===== config.mk =====
export PLATFORM = sky130hd
export DESIGN_NAME = reg_file_sb
export DESIGN_NICKNAME = d
export VERILOG_FILES = /design/src/rtl/rf_pkg.sv /design/src/rtl/rf_scoreboard.sv /design/src/rtl/reg_file_sb.sv
export SDC_FILE = /design/constraint.sdc
export NUM_CORES = 1
export LEC_CHECK = 0
export BUFFER_PORTS_ARGS = -buffer_cell sky130_fd_sc_hd__buf_2
export CORE_MARGIN = 10
export CORE_UTILIZATION = 50
export CTS_CLUSTER_DIAMETER = 100
export CTS_CLUSTER_SIZE = 12
export DETAILED_ROUTE_END_ITERATION = 8
export PLACE_DENSITY = 0.68
export SYNTH_ARGS = -nofsm -noshare
export SYNTH_HDL_FRONTEND = slang
export SYNTH_SLANG_ARGS = --single-unit

===== constraint.sdc =====
create_clock -name CLOCK -period 5.3 [get_ports CLOCK]
set_input_delay 0.53 -clock CLOCK [delete_from_list [all_inputs] [get_ports CLOCK]]
set_output_delay 0.53 -clock CLOCK [all_outputs]
set_load 0.02 [all_outputs]

===== src/rtl/rf_pkg.sv =====
// Shared constants for the pipeline register file: operand-select modes
// and the power-on register image.
package rf_pkg;

    localparam logic [1:0] RF_MODE_A   = 2'b00;
    localparam logic [1:0] RF_MODE_LS  = 2'b01;
    localparam logic [1:0] RF_MODE_DIV = 2'b10;
    localparam logic [1:0] RF_MODE_BR  = 2'b11;

    localparam int RF_INIT_N = 16;

    localparam logic [15:0] RF_INIT_IMG [RF_INIT_N] = '{
        16'h0000, 16'h0F00, 16'h0050, 16'hFF0F,
        16'hF0FF, 16'h0040, 16'h0024, 16'h00FF,
        16'hAAAA, 16'h0000, 16'h0000, 16'h0000,
        16'hFFFF, 16'h0002, 16'h0000, 16'h0000
    };

    function automatic logic [15:0] rf_init_val(input logic [3:0] idx);
        return RF_INIT_IMG[idx];
    endfunction

endpackage


===== src/rtl/rf_scoreboard.sv =====
// Per-register busy tracking and RAW-hazard stall for the register file.
// Writes clear, accepted issues set; set beats clear on the same register.
module rf_scoreboard
    import rf_pkg::*;
#(
    parameter int ADDR_W    = 4,
    parameter bit BYPASS_EN = 1'b1,
    localparam int NUM_REGS = 2**ADDR_W
) (
    input  logic                CLOCK,
    input  logic                in_rst_n,
    input  logic                in_rd_valid,
    input  logic [1:0]          in_rd_mode,
    input  logic [ADDR_W-1:0]   in_src1_addr,
    input  logic [ADDR_W-1:0]   in_src2_addr,
    input  logic                in_set_en,
    input  logic [ADDR_W-1:0]   in_set_addr,
    input  logic [NUM_REGS-1:0] in_clr,
    output logic [NUM_REGS-1:0] out_busy,
    output logic                out_stall
);

    logic [NUM_REGS-1:0] busy_q;
    logic [NUM_REGS-1:0] busy_d;
    logic [NUM_REGS-1:0] set_vec;
    logic [ADDR_W-1:0]   src2;
    logic                haz1;
    logic                haz2;

    // Branch mode compares against R0 instead of the second source.
    assign src2 = (in_rd_mode == RF_MODE_BR) ? '0 : in_src2_addr;

    assign haz1 = busy_q[in_src1_addr] & ~(BYPASS_EN & in_clr[in_src1_addr]);
    assign haz2 = busy_q[src2] & ~(BYPASS_EN & in_clr[src2]);

    assign out_stall = in_rd_valid & (haz1 | haz2);

    always_comb begin
        set_vec = '0;
        if (in_set_en && !out_stall) begin
            set_vec[in_set_addr] = 1'b1;
        end
    end

    assign busy_d = (busy_q & ~in_clr) | set_vec;

    always_ff @(posedge CLOCK or negedge in_rst_n) begin
        if (!in_rst_n) begin
            busy_q <= '0;
        end else begin
            busy_q <= busy_d;
        end
    end

    assign out_busy = busy_q;

endmodule


===== src/rtl/reg_file_sb.sv =====
// Register file with two registered read ports, writeback and R0 write
// ports, optional write-to-read bypass and a busy scoreboard.
module reg_file_sb
    import rf_pkg::*;
#(
    parameter int DATA_W    = 16,
    parameter int ADDR_W    = 4,
    parameter bit BYPASS_EN = 1'b1,
    localparam int NUM_REGS = 2**ADDR_W
) (
    input  logic                CLOCK,
    input  logic                in_rst_n,
    input  logic                in_rd_valid,
    input  logic [1:0]          in_rd_mode,
    input  logic [ADDR_W-1:0]   in_op1_addr,
    input  logic [ADDR_W-1:0]   in_op2_addr,
    input  logic                in_issue_en,
    input  logic [ADDR_W-1:0]   in_issue_addr,
    input  logic                in_wr_en,
    input  logic [ADDR_W-1:0]   in_wr_addr,
    input  logic [DATA_W-1:0]   in_wr_data,
    input  logic                in_r0_wr_en,
    input  logic [DATA_W-1:0]   in_r0_data,
    output logic [DATA_W-1:0]   out_op1_data,
    output logic [DATA_W-1:0]   out_op2_data,
    output logic                out_rd_valid,
    output logic                out_stall,
    output logic [NUM_REGS-1:0] out_busy
);

    logic [DATA_W-1:0]   regs_q [NUM_REGS];
    logic [DATA_W-1:0]   op1_q;
    logic [DATA_W-1:0]   op1_d;
    logic [DATA_W-1:0]   op2_q;
    logic [DATA_W-1:0]   op2_d;
    logic                vld_q;
    logic [NUM_REGS-1:0] wr_hit;
    logic                fire;

    always_comb begin
        wr_hit = '0;
        if (in_wr_en) begin
            wr_hit[in_wr_addr] = 1'b1;
        end
        if (in_r0_wr_en) begin
            wr_hit[0] = 1'b1;
        end
    end

    rf_scoreboard #(
        .ADDR_W    (ADDR_W),
        .BYPASS_EN (BYPASS_EN)
    ) u_sb (
        .CLOCK        (CLOCK),
        .in_rst_n     (in_rst_n),
        .in_rd_valid  (in_rd_valid),
        .in_rd_mode   (in_rd_mode),
        .in_src1_addr (in_op1_addr),
        .in_src2_addr (in_op2_addr),
        .in_set_en    (in_issue_en),
        .in_set_addr  (in_issue_addr),
        .in_clr       (wr_hit),
        .out_busy     (out_busy),
        .out_stall    (out_stall)
    );

    assign fire = in_rd_valid & ~out_stall;

    // R0 port has priority over the writeback port, in bypass as in the array.
    function automatic logic [DATA_W-1:0] src_val(input logic [ADDR_W-1:0] a);
        if (BYPASS_EN && in_r0_wr_en && a == '0) begin
            return in_r0_data;
        end
        if (BYPASS_EN && in_wr_en && in_wr_addr == a) begin
            return in_wr_data;
        end
        return regs_q[a];
    endfunction

    always_comb begin
        op1_d = op1_q;
        op2_d = op2_q;
        if (fire) begin
            case (in_rd_mode)
                RF_MODE_LS: begin
                    op1_d = src_val(in_op2_addr);
                    op2_d = src_val(in_op1_addr);
                end
                RF_MODE_BR: begin
                    op1_d = src_val(in_op1_addr);
                    op2_d = src_val('0);
                end
                default: begin
                    op1_d = src_val(in_op1_addr);
                    op2_d = src_val(in_op2_addr);
                end
            endcase
        end
    end

    always_ff @(posedge CLOCK or negedge in_rst_n) begin
        if (!in_rst_n) begin
            for (int i = 0; i < NUM_REGS; i++) begin
                if (DATA_W == 16 && i < RF_INIT_N) begin
                    regs_q[i] <= DATA_W'(rf_init_val(i[3:0]));
                end else begin
                    regs_q[i] <= '0;
                end
            end
        end else begin
            if (in_wr_en) begin
                regs_q[in_wr_addr] <= in_wr_data;
            end
            if (in_r0_wr_en) begin
                regs_q[0] <= in_r0_data;
            end
        end
    end

    always_ff @(posedge CLOCK or negedge in_rst_n) begin
        if (!in_rst_n) begin
            op1_q <= '0;
            op2_q <= '0;
            vld_q <= 1'b0;
        end else begin
            op1_q <= op1_d;
            op2_q <= op2_d;
            vld_q <= fire;
        end
    end

    assign out_op1_data = op1_q;
    assign out_op2_data = op2_q;
    assign out_rd_valid = vld_q;

endmodule

Word-level counts from Yosys, hierarchy flattened
Cells that the tools add are included.

Order comparisons: 10. Muxes and demuxes: 83. Bitwise logic cells: 14. Reductions and logical operators: 15. Equal/unequal tests: 4.

Operators with widths (count): $mux W16 (26); $bwmux W256 (1); $mux W256 (1); $bmux W16 S4 (2); $demux W16 S4 (1); $pmux W16 S2 (2); $mux W1 (43); $lt A4 B5 Y1 const B (4); $and A16 B16 Y16 (1); $bmux W1 S4 (4); $not A16 Y16 (1); $or A16 B16 Y16 (1); $ge A5 B5 Y1 const B (3); $not A4 Y5 (3); $logic_not A4 Y1 (3); $logic_and A1 B1 Y1 (9); $demux W1 S4 (2); $eq A4 B4 Y1 (2); $ge A4 B1 Y1 const B (2); $lt A5 B1 Y1 const B (1); $and A1 B1 Y1 (4); $mux W4 (1); $not A1 Y1 (3); $eq A2 B1 Y1 const B (1); other kinds (5) (5).

Input port bits: 56. Flip-flop bits (word level): 305. Output and inout bits: 50. Logic and storage cells: 146.

Logic depth before layout (Yosys ltp)
Word-level depth: 21. Gate-level depth with buffers: 12. Mapped depth without buffers: 7.

Cells and area by module
Synthesis repeated with hierarchy kept, for this count alone.

Cell total of the unflattened synthesis: 1495. Area total of the unflattened synthesis: 17445.5 um^2.

Modules (own cells, without submodules): reg_file_sb (times used 1, sequential area each 7314.5 um^2, area an instance 16338.2 um^2, cells an instance 1369); rf_scoreboard (times used 1, sequential area each 400.4 um^2, area an instance 1107.3 um^2, cells an instance 126).

Worst setup path before layout
No wires, ideal clock.

Path kind: input to output. Start: input in_wr_addr[3]. End: output out_stall. Path buffers: 2. Stages on the path: 8. Path slack: 2495 ps. Data required time: 4770 ps. Data arrival time: 2275 ps. Path through: buf_4 > or3b_1 > buf_2 > o211ai_1 > nand4_1 > a32o_2 > a221oi_4 > inv_1.

Longest elaborated chain between the ends: 12. Elaborated cells on any way between the ends: 17. Those cells by class: order compare (2); mux (8); bitwise (6); reduce/logical (1).

Ends and longest elaborated chain: from (decl) (RTL line reg_file_sb.sv:20) `input logic [ADDR_W-1:0] in_wr_addr,`; $lt A4 B5 Y1 (implied by the code) or $ge A4 B1 Y1 (tied branches) (RTL line reg_file_sb.sv:43) `wr_hit[in_wr_addr] = 1'b1;`; $logic_and A1 B1 Y1 (implied by the code) (RTL line reg_file_sb.sv:43); $mux W1 (implied by the code) (RTL line reg_file_sb.sv:43); $demux W1 S4 (*) (RTL line reg_file_sb.sv:43); $mux W16 (*) (RTL line reg_file_sb.sv:42) `if (in_wr_en) begin`; $mux W1 (RTL line reg_file_sb.sv:45) `if (in_r0_wr_en) begin`; $bmux W1 S4 (on tied branches) (RTL line rf_scoreboard.sv:33, rf_scoreboard.sv:34); $mux W1 (on tied branches) (RTL line rf_scoreboard.sv:33, rf_scoreboard.sv:34); $not A1 Y1 (on tied branches) (RTL line rf_scoreboard.sv:33, rf_scoreboard.sv:34); $and A1 B1 Y1 (on tied branches) (RTL line rf_scoreboard.sv:33, rf_scoreboard.sv:34); $or A1 B1 Y1 (*) (RTL line rf_scoreboard.sv:36) `assign out_stall = in_rd_valid & (haz1 | haz2);`; $and A1 B1 Y1 (*) (RTL line rf_scoreboard.sv:36); to (decl) (RTL line reg_file_sb.sv:27) `output logic out_stall,`.

Mark *: on every way between the ends. The rest lies on a longest branch, timed or not. The select of a mux whose other input is x is not followed.

Worst setup path in the final report
Start: input in_op2_addr[1]. End: output out_stall.

Longest elaborated chain between the ends: 7. Elaborated cells on any way between the ends: 9. Those cells by class: mux (5); bitwise (4).

Ends and longest elaborated chain: from (decl) (RTL line reg_file_sb.sv:16) `input logic [ADDR_W-1:0] in_op2_addr,`; $mux W4 (*) (RTL line rf_scoreboard.sv:31) `assign src2 = (in_rd_mode == RF_MODE_BR) ? '0 : in_src2_addr;`; $bmux W1 S4 (RTL line rf_scoreboard.sv:34) `assign haz2 = busy_q[src2] & ~(BYPASS_EN & in_clr[src2]);`; $mux W1 (implied by the code) (RTL line rf_scoreboard.sv:34); $not A1 Y1 (RTL line rf_scoreboard.sv:34); $and A1 B1 Y1 (*) (RTL line rf_scoreboard.sv:34); $or A1 B1 Y1 (*) (RTL line rf_scoreboard.sv:36); $and A1 B1 Y1 (*) (RTL line rf_scoreboard.sv:36).

Marked as above.

==> key figures <==
STA
  • RSZ-0062 raised after global routing: false
  • Rel. slew slack: 8.29%
  • Final critical-path share of the clock period: 63.8%
  • Fmax: between 200 and 300 MHz
  • Clock skew: 0.0102 ns
  • Setup TNS Final: 0 ns
  • Fin crit period: 3.38 ns
  • Slew at the pin closest to its max-slew limit: 1.37 ns
  • Final setup violation count: 0
  • Final Max Slew Viols: 0
  • Final Hold Vio Count: 0

Clock network
  • CTS tree: yes
  • CTS root buf: clkbuf_16
  • CTS Sinks: 305
  • Total number of H-tree levels: 1
  • # Post-CTS Setup Buffers: 0
  • CTS Hold Buffers Added: 0
  • TritonCTS Buffers: 29
  • Post_cts resized: 0
  • CTS max path bufs: 3
  • CTS clk-pin slew, worst paths: 0.07 ns
  • Worst skew pair latency: 0.56 ns

Setup path
  • Critical Path Sink Type: primary output
  • CP startpoint kind: input port
  • CP required: 4.77 ns
  • CP top delay family: buffers and inverters
  • CP peak stage delay: 0.66 ns
  • Worst-path cell chain: buf_2, nor2b_1, nand2_1, o221a_1, a221oi_4, inv_1, buf_2
  • Critical Path Most Common Cell: buf_2
  • Crit path buf inv count: 3
  • Critical path class: in2out
  • Crit-path slowest cell: buf_2
  • Crit path max fanout: 30
  • Crit path arrival time: approximately 2.9 ns

Yosys
  • Synth Area in Compound Gates: under 10%
  • Mux contribution to synthesized area: 37.0%
  • Adder-cell area share of the yosys netlist: 0%
  • Cells after Synth: 1329
  • Syn nets: 1385
  • Synth area leaders: dfrtp_1, mux2_2, mux4_2
  • Simple-Gate Fraction of Synth Area: 5.12%
  • Xor/xnor share of the synthesized area: less than 1%
  • Largest area contributor in the netlist: dfrtp_1
  • Synth Cell Area: 17500 µm²
  • Async S/R FF share, synth: between 90% and 100%
  • Unique masters post-synth: a little under 70
  • Area share of the largest cell type after synthesis: 34.2%
  • Largest family of logic cells by synthesized area: multiplexers
  • Most used DFF post-synth: dfrtp_1
  • Post-synth EDFFs: 0
  • Number of synthesized register bits: 305
  • Mean Syn Cell Area: 13.1 µm²
  • Post-synthesis sequential area ratio: 44.2%
  • Yosys warns: 0

Pwr
  • PwrDens: 395 nW/µm²
  • Reg power frac: 46.1%
  • Final Power: 0.00750 W
  • Leakage power: 8.00 nW
  • P_int: 0.00515 W
  • Psw: 0.00235 W
  • Sw Share: 31.3%
  • Comb pwr share: 28.4%
  • Clock group share of total power: 25.5%
  • VDD IR-drop max: 0.337 mV

Finish
  • NumNets Final: 1414
  • Most frequent cells in the layout: mux2_2, dfrtp_1, mux4_2
  • Most common cell after layout, fill and taps aside: mux2_2
  • Final instance area: 19000 µm²
  • Non-filler cells, final: roughly 1800
  • Layout cell share with drive strength beyond 1: between 40% and 50%
  • Area growth syn-to-layout: 8.70%
  • Final Core Density: between 50% and 60%

Placed design
  • Placed Area: ~18000 µm²
  • DPL Wire Length: 34.0 mm
  • IO Port Bufs: 105
  • Placed Instances: about 1800
  • Routability congestion estimate from global placement: 0.881

Global route
  • GRT overflow: 0
  • Global-route wire length before repair: 77.7 mm
  • Vias in the first global route: 12300
  • All-layer global routing usage: 23.6%
  • Initial antenna violation count: 1
  • Largest net degree at the start of global routing: 123

Hold path
  • Min-Delay Path Class: in2async

Floorplan
  • Core ar.: 34500 µm²
  • Chip Width: just over 200 µm
  • Row cnt: 68
  • Chip height: roughly 210 µm
  • Io pins: 106
  • Die Area: about 43000 µm²
  • Initial Utilization: 50.6%

Routing
  • DR vias: ~12000
  • Routed Antenna Nets: 0
  • DRT iter0 DRCs: 1416
  • Number of remaining DRC errors: 0
  • DRT Pass-1 Iters: 6
  • Wire per inst: 27.5 µm
  • Via density: 6.74
  • Final WL: about 50 mm

Job
  • Maxcap violations: 0

Status
  • Run status: complete, no violations
==> power groups by stage <==
stage	clock [W]	combinational (W)	sequential [W]
2_1_floorplan	0	0.00141	0.00349
3_3_place_gp	0	0.00208	0.00346
3_5_place_dp	0	0.00213	0.00348
4_1_cts	0.00194	0.00213	0.00344
5_1_grt	0.00204	0.00229	0.00353
6_report	0.00191	0.00213	0.00346
==> synthesized netlist by cell type, types with 13 or more instances <==
library cell,instances
inv_1,18
mux2i_1,73
o22ai_1,41
a21o_1,13
o21ai_1,20
a21oi_1,31
nand3_1,15
mux2_2,246
clkbuf_1,77
nand2_1,37
mux4_2,115
buf_2,28
dfrtp_1,239
dfstp_2,66
nand2b_1,13
mux2_4,17
o21ai_0,35
nor2_1,35
a22oi_1,24
==> final timing paths <==
kind	start	to	slack, ns	cells after the start
max in group asynchronous	in_rst_n	regs_q[135]	4.04	2
worst min register to register	out_op2_data[2]	out_op2_data[2]	0.48	1
worst max-delay path	in_op2_addr[1]	out_stall	1.92	7
worst min-delay path	in_rst_n	regs_q[126]	0.05	1
worst max register to register	u_sb.out_busy[4]	out_op2_data[7]	2.62	7
min in group CLOCK	in_r0_data[15]	regs_q[255]	0.27	3
==> cells by family after synthesis <==
family                 count (synthesis)
multiplexers                         462
flip-flops                           305
AO/OA/AOI/OAI                        244
AND/OR/NAND/NOR                      165
buffers and inverters                145
XOR/XNOR                               8
==> stage by stage <==
step	setup slack, ns	hold WS [ns]
floorplan	2.49	0.234
global placement	1.60	0.472
detailed placement	1.59	0.476
CTS	1.91	0.0966
global route	1.75	0.133
finish	1.92	0.0466
==> area by class of cell <==
class / count / area, µm²
clock inverters: 1 / 8.76
multi-input cells: 879 / 9110
repair buffers: 125 / 703
diodes: 1 / 2.50
inverters: 18 / 67.6
well taps: 455 / 569
clock buffers: 50 / 805
fillers: 2858 / 15600
flip-flops and latches: 305 / 7710
==> registers in the layout, indices dropped and copies added (netlist names) <==
| name | flops |
|---|---|
| u_sb.out_busy | 16 |
| out_rd_valid | 1 |
| out_op2_data | 16 |
| regs_q | 256 |
| out_op1_data | 16 |
==> routing by layer <==
layer | part of all wire, % | GRT usage (%) | up-vias
li1 | - | - | 5165
met1 | 43 | 34.2 | 6472
met2 | 45 | 35.0 | 656
met3 | 10 | 5.31 | 69
met4 | 2.0 | 6.16 | 0
met5 | 0 | 0 | -
Power figures use the tool's default switching activity.
